==> config.mk <==
export PLATFORM = sky130hd
export DESIGN_NAME = biquad8_coeff_loader_flat
export DESIGN_NICKNAME = d
export VERILOG_FILES = /design/src/rtl/biquad8_coeff_loader_if.sv /design/src/rtl/biquad8_coeff_loader.sv /design/src/flat_wrapper.sv
export SDC_FILE = /design/constraint.sdc
export NUM_CORES = 1
export LEC_CHECK = 0
export CAP_MARGIN = 20
export CORE_MARGIN = 3
export CORE_UTILIZATION = 50
export CTS_BUF_LIST = sky130_fd_sc_hd__clkbuf_8
export DETAILED_ROUTE_END_ITERATION = 7
export PLACE_DENSITY = 0.67
export RECOVER_POWER = 100
export SYNTH_ARGS = -nofsm -noshare
export SYNTH_HDL_FRONTEND = slang
export SYNTH_SLANG_ARGS = --single-unit
==> constraint.sdc <==
create_clock -name wb_clk_i -period 4.1 [get_ports wb_clk_i]
set_input_delay 0.615 -clock wb_clk_i [delete_from_list [all_inputs] [get_ports wb_clk_i]]
set_output_delay 0.615 -clock wb_clk_i [all_outputs]
set_load 0.05 [all_outputs]
==> src/rtl/biquad8_coeff_loader_if.sv <==
// Single-beat Wishbone write channel between the coefficient loader (master) and a biquad8 target (slave).
interface biquad8_coeff_loader_if;
    logic        cyc;
    logic        stb;
    logic        we;
    logic [6:0]  adr;
    logic [31:0] dat;
    logic [3:0]  sel;
    logic        ack;
    logic        err;
    logic        rty;

    modport master (
        output cyc, stb, we, adr, dat, sel,
        input  ack, err, rty
    );

    modport slave (
        input  cyc, stb, we, adr, dat, sel,
        output ack, err, rty
    );
endinterface

==> src/rtl/biquad8_coeff_loader.sv <==
// FIFO-fed Wishbone initiator that replays (address, coefficient) writes into one biquad8 wrapper.
// Optional: define BIQUAD_LOADER_AUTO_UPDATE_EN to append a write of 1 to UPD_ADR after each replay.
module biquad8_coeff_loader #(
    parameter int unsigned DEPTH   = 32,
    parameter int unsigned TIMEOUT = 255,
    parameter logic [6:0]  UPD_ADR = 7'h00
) (
    input  logic                     wb_clk_i,
    input  logic                     wb_rst_ni,
    input  logic                     coeff_valid_i,
    output logic                     coeff_ready_o,
    input  logic [6:0]               coeff_adr_i,
    input  logic [17:0]              coeff_dat_i,
    input  logic                     start_i,
    output logic                     busy_o,
    output logic                     done_o,
    output logic                     err_o,
    output logic [$clog2(DEPTH):0]   level_o,
    biquad8_coeff_loader_if.master   wb
);

    localparam int unsigned AW = $clog2(DEPTH);
    localparam int unsigned LW = AW + 1;
    localparam int unsigned CW = $clog2(TIMEOUT + 1);

    localparam logic [AW-1:0] PTR_ZERO = AW'(32'd0);
    localparam logic [AW-1:0] PTR_ONE  = AW'(32'd1);
    localparam logic [LW-1:0] LVL_ZERO = LW'(32'd0);
    localparam logic [LW-1:0] LVL_ONE  = LW'(32'd1);
    localparam logic [LW-1:0] LVL_FULL = LW'(DEPTH);
    localparam logic [CW-1:0] CNT_ZERO = CW'(32'd0);
    localparam logic [CW-1:0] CNT_ONE  = CW'(32'd1);
    localparam logic [CW-1:0] CNT_LAST = CW'(TIMEOUT - 32'd1);

    typedef enum logic [2:0] {
        S_IDLE,
        S_ISSUE,
        S_WAIT,
        S_GAP,
`ifdef BIQUAD_LOADER_AUTO_UPDATE_EN
        S_UPD_ISSUE,
        S_UPD_WAIT,
`endif
        S_FIN
    } state_e;

    state_e          state_q;
    logic [AW-1:0]   wr_ptr_q;
    logic [AW-1:0]   rd_ptr_q;
    logic [LW-1:0]   level_q;
    logic [CW-1:0]   cnt_q;
    logic            cyc_q;
    logic            stb_q;
    logic            we_q;
    logic [3:0]      sel_q;
    logic [6:0]      adr_q;
    logic [31:0]     dat_q;
    logic            done_q;
    logic            err_q;
    logic [24:0]     mem_q [DEPTH];

    logic            push_s;
    logic            full_s;
    logic            bus_abort_s;
    logic            bus_end_s;
    logic [24:0]     head_s;
    state_e          after_data_s;

    assign full_s        = (level_q == LVL_FULL);
    assign coeff_ready_o = !full_s && (state_q == S_IDLE);
    assign push_s        = coeff_valid_i && coeff_ready_o;
    assign head_s        = mem_q[rd_ptr_q];
    // Error and retry outrank a simultaneous ack; the last counted cycle aborts too.
    assign bus_abort_s   = wb.err || wb.rty || (cnt_q == CNT_LAST);
    assign bus_end_s     = bus_abort_s || wb.ack;
`ifdef BIQUAD_LOADER_AUTO_UPDATE_EN
    assign after_data_s  = S_UPD_ISSUE;
`else
    assign after_data_s  = S_FIN;
`endif

    assign busy_o  = (state_q != S_IDLE);
    assign done_o  = done_q;
    assign err_o   = err_q;
    assign level_o = level_q;
    assign wb.cyc  = cyc_q;
    assign wb.stb  = stb_q;
    assign wb.we   = we_q;
    assign wb.sel  = sel_q;
    assign wb.adr  = adr_q;
    assign wb.dat  = dat_q;

    // FIFO storage; occupancy lives in level_q so the array needs no reset
    always_ff @(posedge wb_clk_i) begin
        if (push_s) begin
            mem_q[wr_ptr_q] <= {coeff_adr_i & 7'b111_1100, coeff_dat_i};
        end
    end

    // Replay sequencer, FIFO pointers and all registered bus/status outputs
    always_ff @(posedge wb_clk_i or negedge wb_rst_ni) begin
        if (!wb_rst_ni) begin
            state_q  <= S_IDLE;
            wr_ptr_q <= PTR_ZERO;
            rd_ptr_q <= PTR_ZERO;
            level_q  <= LVL_ZERO;
            cnt_q    <= CNT_ZERO;
            cyc_q    <= 1'b0;
            stb_q    <= 1'b0;
            we_q     <= 1'b0;
            sel_q    <= 4'h0;
            adr_q    <= 7'h00;
            dat_q    <= 32'h0000_0000;
            done_q   <= 1'b0;
            err_q    <= 1'b0;
        end else begin
            done_q <= 1'b0;
            case (state_q)
                S_IDLE: begin
                    if (push_s) begin
                        wr_ptr_q <= wr_ptr_q + PTR_ONE;
                        level_q  <= level_q + LVL_ONE;
                    end
                    if (start_i) begin
                        err_q   <= 1'b0;
                        state_q <= (push_s || (level_q != LVL_ZERO)) ? S_ISSUE : after_data_s;
                    end
                end
                S_ISSUE: begin
                    adr_q    <= head_s[24:18];
                    dat_q    <= {14'h0000, head_s[17:0]};
                    cyc_q    <= 1'b1;
                    stb_q    <= 1'b1;
                    we_q     <= 1'b1;
                    sel_q    <= 4'hF;
                    cnt_q    <= CNT_ZERO;
                    rd_ptr_q <= rd_ptr_q + PTR_ONE;
                    level_q  <= level_q - LVL_ONE;
                    state_q  <= S_WAIT;
                end
                S_WAIT: begin
                    if (bus_end_s) begin
                        cyc_q <= 1'b0;
                        stb_q <= 1'b0;
                        we_q  <= 1'b0;
                        sel_q <= 4'h0;
                        if (bus_abort_s) begin
                            err_q    <= 1'b1;
                            wr_ptr_q <= PTR_ZERO;
                            rd_ptr_q <= PTR_ZERO;
                            level_q  <= LVL_ZERO;
                            state_q  <= S_FIN;
                        end else begin
                            state_q  <= S_GAP;
                        end
                    end else begin
                        cnt_q <= cnt_q + CNT_ONE;
                    end
                end
                S_GAP: begin
                    state_q <= (level_q != LVL_ZERO) ? S_ISSUE : after_data_s;
                end
`ifdef BIQUAD_LOADER_AUTO_UPDATE_EN
                S_UPD_ISSUE: begin
                    adr_q   <= UPD_ADR;
                    dat_q   <= 32'h0000_0001;
                    cyc_q   <= 1'b1;
                    stb_q   <= 1'b1;
                    we_q    <= 1'b1;
                    sel_q   <= 4'hF;
                    cnt_q   <= CNT_ZERO;
                    state_q <= S_UPD_WAIT;
                end
                S_UPD_WAIT: begin
                    if (bus_end_s) begin
                        cyc_q   <= 1'b0;
                        stb_q   <= 1'b0;
                        we_q    <= 1'b0;
                        sel_q   <= 4'h0;
                        err_q   <= err_q | bus_abort_s;
                        state_q <= S_FIN;
                    end else begin
                        cnt_q <= cnt_q + CNT_ONE;
                    end
                end
`endif
                S_FIN: begin
                    done_q  <= 1'b1;
                    state_q <= S_IDLE;
                end
                default: begin
                    state_q <= S_IDLE;
                end
            endcase
        end
    end

endmodule

==> src/flat_wrapper.sv <==
// flat-port wrapper written by rule: the top's interface ports become plain ports
module biquad8_coeff_loader_flat 
#(
    parameter int unsigned DEPTH   = 32,
    parameter int unsigned TIMEOUT = 255,
    parameter logic [6:0]  UPD_ADR = 7'h00
)
  (wb_clk_i, wb_rst_ni, coeff_valid_i, coeff_ready_o, coeff_adr_i, coeff_dat_i, start_i, busy_o, done_o, err_o, level_o, wb_cyc, wb_stb, wb_we, wb_adr, wb_dat, wb_sel, wb_ack, wb_err, wb_rty);
  biquad8_coeff_loader_if wb_i ();
  input  logic wb_clk_i;
  input  logic wb_rst_ni;
  input  logic coeff_valid_i;
  output logic coeff_ready_o;
  input  logic [6:0] coeff_adr_i;
  input  logic [17:0] coeff_dat_i;
  input  logic start_i;
  output logic busy_o;
  output logic done_o;
  output logic err_o;
  output logic [$clog2(DEPTH):0] level_o;
  output wire logic [$bits(wb_i.cyc)-1:0] wb_cyc;
  output wire logic [$bits(wb_i.stb)-1:0] wb_stb;
  output wire logic [$bits(wb_i.we)-1:0] wb_we;
  output wire logic [$bits(wb_i.adr)-1:0] wb_adr;
  output wire logic [$bits(wb_i.dat)-1:0] wb_dat;
  output wire logic [$bits(wb_i.sel)-1:0] wb_sel;
  input wire logic [$bits(wb_i.ack)-1:0] wb_ack;
  input wire logic [$bits(wb_i.err)-1:0] wb_err;
  input wire logic [$bits(wb_i.rty)-1:0] wb_rty;
  assign wb_cyc = wb_i.cyc;
  assign wb_stb = wb_i.stb;
  assign wb_we = wb_i.we;
  assign wb_adr = wb_i.adr;
  assign wb_dat = wb_i.dat;
  assign wb_sel = wb_i.sel;
  assign wb_i.ack = wb_ack;
  assign wb_i.err = wb_err;
  assign wb_i.rty = wb_rty;
  biquad8_coeff_loader #(.DEPTH(DEPTH), .TIMEOUT(TIMEOUT), .UPD_ADR(UPD_ADR)) u_core (.wb_clk_i(wb_clk_i), .wb_rst_ni(wb_rst_ni), .coeff_valid_i(coeff_valid_i), .coeff_ready_o(coeff_ready_o), .coeff_adr_i(coeff_adr_i), .coeff_dat_i(coeff_dat_i), .start_i(start_i), .busy_o(busy_o), .done_o(done_o), .err_o(err_o), .level_o(level_o), .wb(wb_i));
endmodule
After elaboration in Yosys (flattened, before gate mapping)
Memories as Yosys holds them, arrays and structs flattened. A register that Yosys moved wholly into a read port is not among the register bits. Cells that the tools add are included.

Add/sub/neg operators: 5. Equality and inequality tests: 11. Multiplexer cells: 28. Reduce and logical (&&, ||, !) cells: 21.

Operator list (number): $pmux W5 S2 (2); $mux W6 (3); $pmux W6 S3 (1); $pmux W8 S2 (1); $mux W3 (5); $mux W5 (3); $pmux W3 S4 (1); $reduce_and A4 Y1 (3); $add A5 B1 Y5 const B (2); $add A8 B1 Y8 const B (1); $eq A8 B8 Y1 const B (1); $mux W8 (1); $pmux W4 S2 (1); $mux W1 (7); $add A6 B1 Y6 const B (1); $eq A3 B2 Y1 const B (2); $eq A6 B6 Y1 const B (1); $ne A2 B1 Y1 const B (3); $reduce_and A2 Y1 (3); $reduce_bool A3 Y1 (2); $reduce_bool A6 Y1 (1); $sub A6 B1 Y6 const B (1); $logic_or A1 B1 Y1 (4); $mux W4 (1); 9 further kinds (14).

Register bits: 41. RAM bits: 736. Input bits: 32. Output and inout port bits: 56. Memories kept: 1.

Memory list: u_core.mem_q (words 32, bits a word 23, rd ports 1, clocked after Yosys merged registers in 1, write ports 1, line biquad8_coeff_loader.sv:60) `logic [24:0] mem_q [DEPTH];`.

Logic depth before layout (Yosys ltp)
Depth after elaboration: 8. Depth in mapped cells: 11. Depth with buffers taken out: 8.

Least setup slack after synthesis
OpenSTA, ideal clock, no wires.

Kind: register to register. From: reg u_core.state_q[0]. To: mem u_core.mem_q[20][0] (netlist name), enable pin. Library setup time: 0.403 ns. Arrival time: 2.801 ns. Data required time: 3.697 ns. Setup slack: 0.896 ns. Stages on the path, launching flop included: 7. Path buffers: 2. Period minus slack after synthesis: 3.204 ns. Cells stage by stage: dfrtp_1 -> buf_6 -> or3_1 -> clkbuf_2 -> a311oi_4 -> nand2_1 -> nor2_1.

Cells in the longest elaborated chain, start to end: 5.

RTL lines: start: declaration (line biquad8_coeff_loader.sv:47) `state_e state_q;`; start signal: assignment (line biquad8_coeff_loader.sv:126) `state_q <= (push_s || (level_q != LVL_ZERO)) ? S_ISSUE : after_data_s;`; start signal: assignment (line biquad8_coeff_loader.sv:161) `state_q <= (level_q != LVL_ZERO) ? S_ISSUE : after_data_s;`; $logic_not A3 Y1 (line biquad8_coeff_loader.sv:70) `assign coeff_ready_o = !full_s && (state_q == S_IDLE);`; $logic_and A1 B1 Y1 (line biquad8_coeff_loader.sv:70); $logic_and A1 B1 Y1 (line biquad8_coeff_loader.sv:71) `assign push_s = coeff_valid_i && coeff_ready_o;`; $mux W1 (line biquad8_coeff_loader.sv:95) `if (push_s) begin`; $mux W1 (not written as such) (line biquad8_coeff_loader.sv:96) `mem_q[wr_ptr_q] <= {coeff_adr_i & 7'b111_1100, coeff_dat_i};`; end: declaration (line biquad8_coeff_loader.sv:60).

No other way between the ends.

Worst setup path after layout
From: reg u_core.state_q[1]. To: mem u_core.mem_q[3][14] (netlist name), enable pin.

The elaborated chain is that of the path after synthesis.

==> out/qor.yml <==
path_cells: "or3_1 > a311oi_1 > nand2_1 > nor2_1 > clkbuf_1"
ir_worst_vdd_mv: 0.408
vias: 15800
clk_latency_ns: 0.73
synth_ff_type: "edfxtp_1"
dieArea_sq_mm: 0.0648
grt_usage_pct: 21.8
syn_inst: 1614
place_congestion: 0.817
utilization_pct: 57.2
yosys-top-cells-area: "edfxtp_1 (72%), mux4_2 (8.3%), dfrtp_1 (4.3%), mux2i_1 (2.8%), mux2_2 (2.0%)"
area_growth_pct: 12.3
cts_root_buffer: "clkbuf_8"
min_path_type: "reg -> reg"
start_kind: "flip-flop"
clock_path_buffers: 3
synth_warnings: 0
path_max_fanout: 14
synth.distinct_cells: 63
synth_top_area_cell: "edfxtp_1"
cts_tree: "built"
finalMaxSlewViolations: 231
port-buffer-count: 69
synthArstFlopShare_pct: 6.72
dr.pass1.iters: 5
synth_top_area_share_pct: 71.5
design_power_total_w: 0.0212
fin_crit_ns: 3.59
hold_viol_final: 0
rsz0062_at_grt: "no"
path_clk_slew_ns: 0.07
antenna_left: 0
finalSetupViolCount: 0
status: "finished, violations left"
slew_headroom_pct: -23.2
cp.arrival_ns: 3.92
worstMarginPinSlew_ns: 1.85
seqPwrFrac_pct: 46.1
start_util_pct: 50.9
fin_ws_ns: 0.505
swShare_pct: 32.0
antenna_found_initial: 3
finalCritPeriodShare_pct: 87.7
placed_area_sq_mm: 0.0327
io_pins: 88
numCtsBuffers: 121
core_area_sq_mm: 0.0607
crit_type: "reg -> reg"
p_comb_share_pct: 26.2
required_ns: 4.43
drc_errors: 0
n_fill_cell: 4542
ys_seq_elements: 789
wirelength_microns: 69500
crit_slowest_cell: "clkbuf_1"
cts-htree-levels: 3
drive_above_1_share_pct: 20.9
grt_max_degree: 68
fmax_mhz: 278
synth_edf_count: 736
p_sw_w: 0.00679
viasPerCell: 5.90
grt_pass1_wl_microns: 102000
power.internal_w: 0.0144
leakage_nw: 11.3
skew_ns: 0.0391
rows: 90
slowest_delay_ns: 0.73
p_per_area_mw_per_mm2: 612
tns_ns: 0
gr-total-overflow: 0
crit_path_end_kind: "flip-flop"
post_cts_resized: 0
nets: 1838
violations: "capacitance limit, slew limit"
yosysSeqAreaShare_pct: 75.8
hpwl_microns: 39800
initialDrtViolationCount: 1317
place_worst_setup_slack_ns: 0.926
syn_avg_cell_area_sq_um: 19.1
synth_area_sq_mm: 0.0309
die_w_microns: 255
die_h_microns: 255
first_global_vias: 16000
clockPowerShare_pct: 27.7
maxCapViolations: 7
wire_per_inst_microns: 26.0
stdcell_area_sq_mm: 0.0347
clock_sinks: 789
layer usage:
layer	up-vias	track usage (%)	wire (microns)
met5	-	0	0
met4	0	8.94	2570
met3	149	4.11	4760
met2	618	34.4	33100
met1	8140	30.3	29100
li1	6887	-	-
state kept, by name, indices dropped and copies added, names as in the netlist:
| signal | cells |
|---|---|
| u_core.level_o | 6 |
| u_core.wb.sel | 1 |
| u_core.wr_ptr_q | 5 |
| u_core.wb.adr | 5 |
| u_core.done_o | 1 |
| u_core.cnt_q | 8 |
| u_core.mem_q | 736 |
| u_core.wb.dat | 18 |
| u_core.err_o | 1 |
| u_core.state_q | 3 |
| u_core.rd_ptr_q | 5 |
power by group through the flow:
stage | sequential (W) | clock [W] | combinational, W
final | 0.00979 | 0.00587 | 0.00557
after global routing | 0.00985 | 0.00640 | 0.00597
after CTS | 0.00980 | 0.00601 | 0.00578
after detailed placement | 0.00996 | 0 | 0.00577
after global placement | 0.00994 | 0 | 0.00567
after floorplan | 0.0101 | 0 | 0.00389
synthesized netlist by cell type (14+ instances only):
| library cell | instances |
|---|---|
| edfxtp_1 | 736 |
| mux4_2 | 114 |
| mux2i_1 | 86 |
| nand2_1 | 74 |
| nor2_1 | 56 |
| mux2_2 | 55 |
| dfrtp_1 | 53 |
| o22ai_1 | 46 |
| buf_2 | 43 |
| o21ai_0 | 35 |
| buf_4 | 33 |
| nor2b_1 | 26 |
| a21oi_1 | 25 |
| o31ai_1 | 25 |
| nand4_1 | 23 |
| a211oi_1 | 21 |
| clkbuf_1 | 20 |
| a22oi_1 | 15 |
| a211o_1 | 14 |
stage by stage:
stage	instances	hold slack, ns
6_report	2676	0.511
3_3_place_gp	2438	0.505
3_5_place_dp	2439	0.505
5_1_grt	2676	0.552
4_1_cts	2662	0.345
2_1_floorplan	1629	0.319
final cells by class:
class                   count  area [sq um]  area share, %
clock buffers             123          1690           4.88
flip-flops and latches    789         23400           67.5
diodes                      1          2.50        0.00721
well taps                 782           978           2.82
multi-input cells         725          6900           19.9
inverters                   8          30.0         0.0865
repair buffers            149          1180           3.40
clock inverters            99           488           1.41
placed cells by master, fill, tap and decap left out, types with 5 or more instances in the layout:
cell | Yosys | layout
o211ai_1 | 9 | 9
mux4_2 | 114 | 114
buf_12 | 0 | 6
edfxtp_1 | 736 | 736
o21ai_0 | 35 | 36
conb_1 | 1 | 16
clkbuf_8 | 0 | 123
clkbuf_1 | 20 | 31
mux2i_1 | 86 | 86
a22oi_1 | 15 | 15
xor2_1 | 11 | 11
a21oi_1 | 25 | 25
nor2_2 | 0 | 23
clkbuf_2 | 1 | 29
nor2b_1 | 26 | 26
dlygate4sd3_1 | 0 | 64
clkdlybuf4s50_1 | 0 | 5
nand3_1 | 8 | 8
o22ai_1 | 46 | 46
nand2_1 | 74 | 74
o31ai_1 | 25 | 25
clkinv_2 | 0 | 8
mux2_2 | 55 | 55
nand4_1 | 23 | 23
buf_4 | 33 | 13
clkinv_1 | 0 | 34
dfrtp_1 | 53 | 50
ha_1 | 11 | 11
a211o_1 | 14 | 14
a211oi_1 | 21 | 22
nor2_1 | 56 | 33
inv_1 | 7 | 55
critical path, delay by kind of cell (launching register included):
family                 cells  cell delay [ns]
AND/OR/NAND/NOR            3             1.32
buffers and inverters      1             0.73
AO/OA/AOI/OAI              1             0.65
flip-flops                 1             0.49
repair_timing:
action	CTS	global route
buffers inserted	0	0
hold buffers	1	0
endpoints found under the hold margin	20	0
final timing paths:
| path | start | end | slack [ns] | depth (start not counted) |
|---|---|---|---|---|
| max | u_core.state_q[1] | u_core.mem_q[3][14] | 0.51 | 5 |
| min | u_core.wb.adr[5] | u_core.wb.adr[5] | 0.51 | 2 |
| max reg2reg | u_core.state_q[1] | u_core.mem_q[3][14] | 0.51 | 5 |
| min reg2reg | u_core.wb.adr[5] | u_core.wb.adr[5] | 0.51 | 2 |
| max in group asynchronous | wb_rst_ni | u_core.rd_ptr_q[2] | 2.35 | 3 |
| min in group asynchronous | wb_rst_ni | u_core.err_o | 0.62 | 2 |
logic make-up (layout without fill, tap and decap cells):
group / Yosys count / after routing / share of synthesized area [%]
flops: 789 / 789 / 75.8
mux: 255 / 255 / 13.1
simple gates: 221 / 221 / 3.52
compound gates: 209 / 209 / 4.60
buf+inv: 115 / 379 / 2.10
fa+ha+maj: 12 / 12 / 0.510
xor+xnor: 12 / 12 / 0.340
other cells: 1 / 17 / 0.0121
Power figures use the tool's default switching activity.
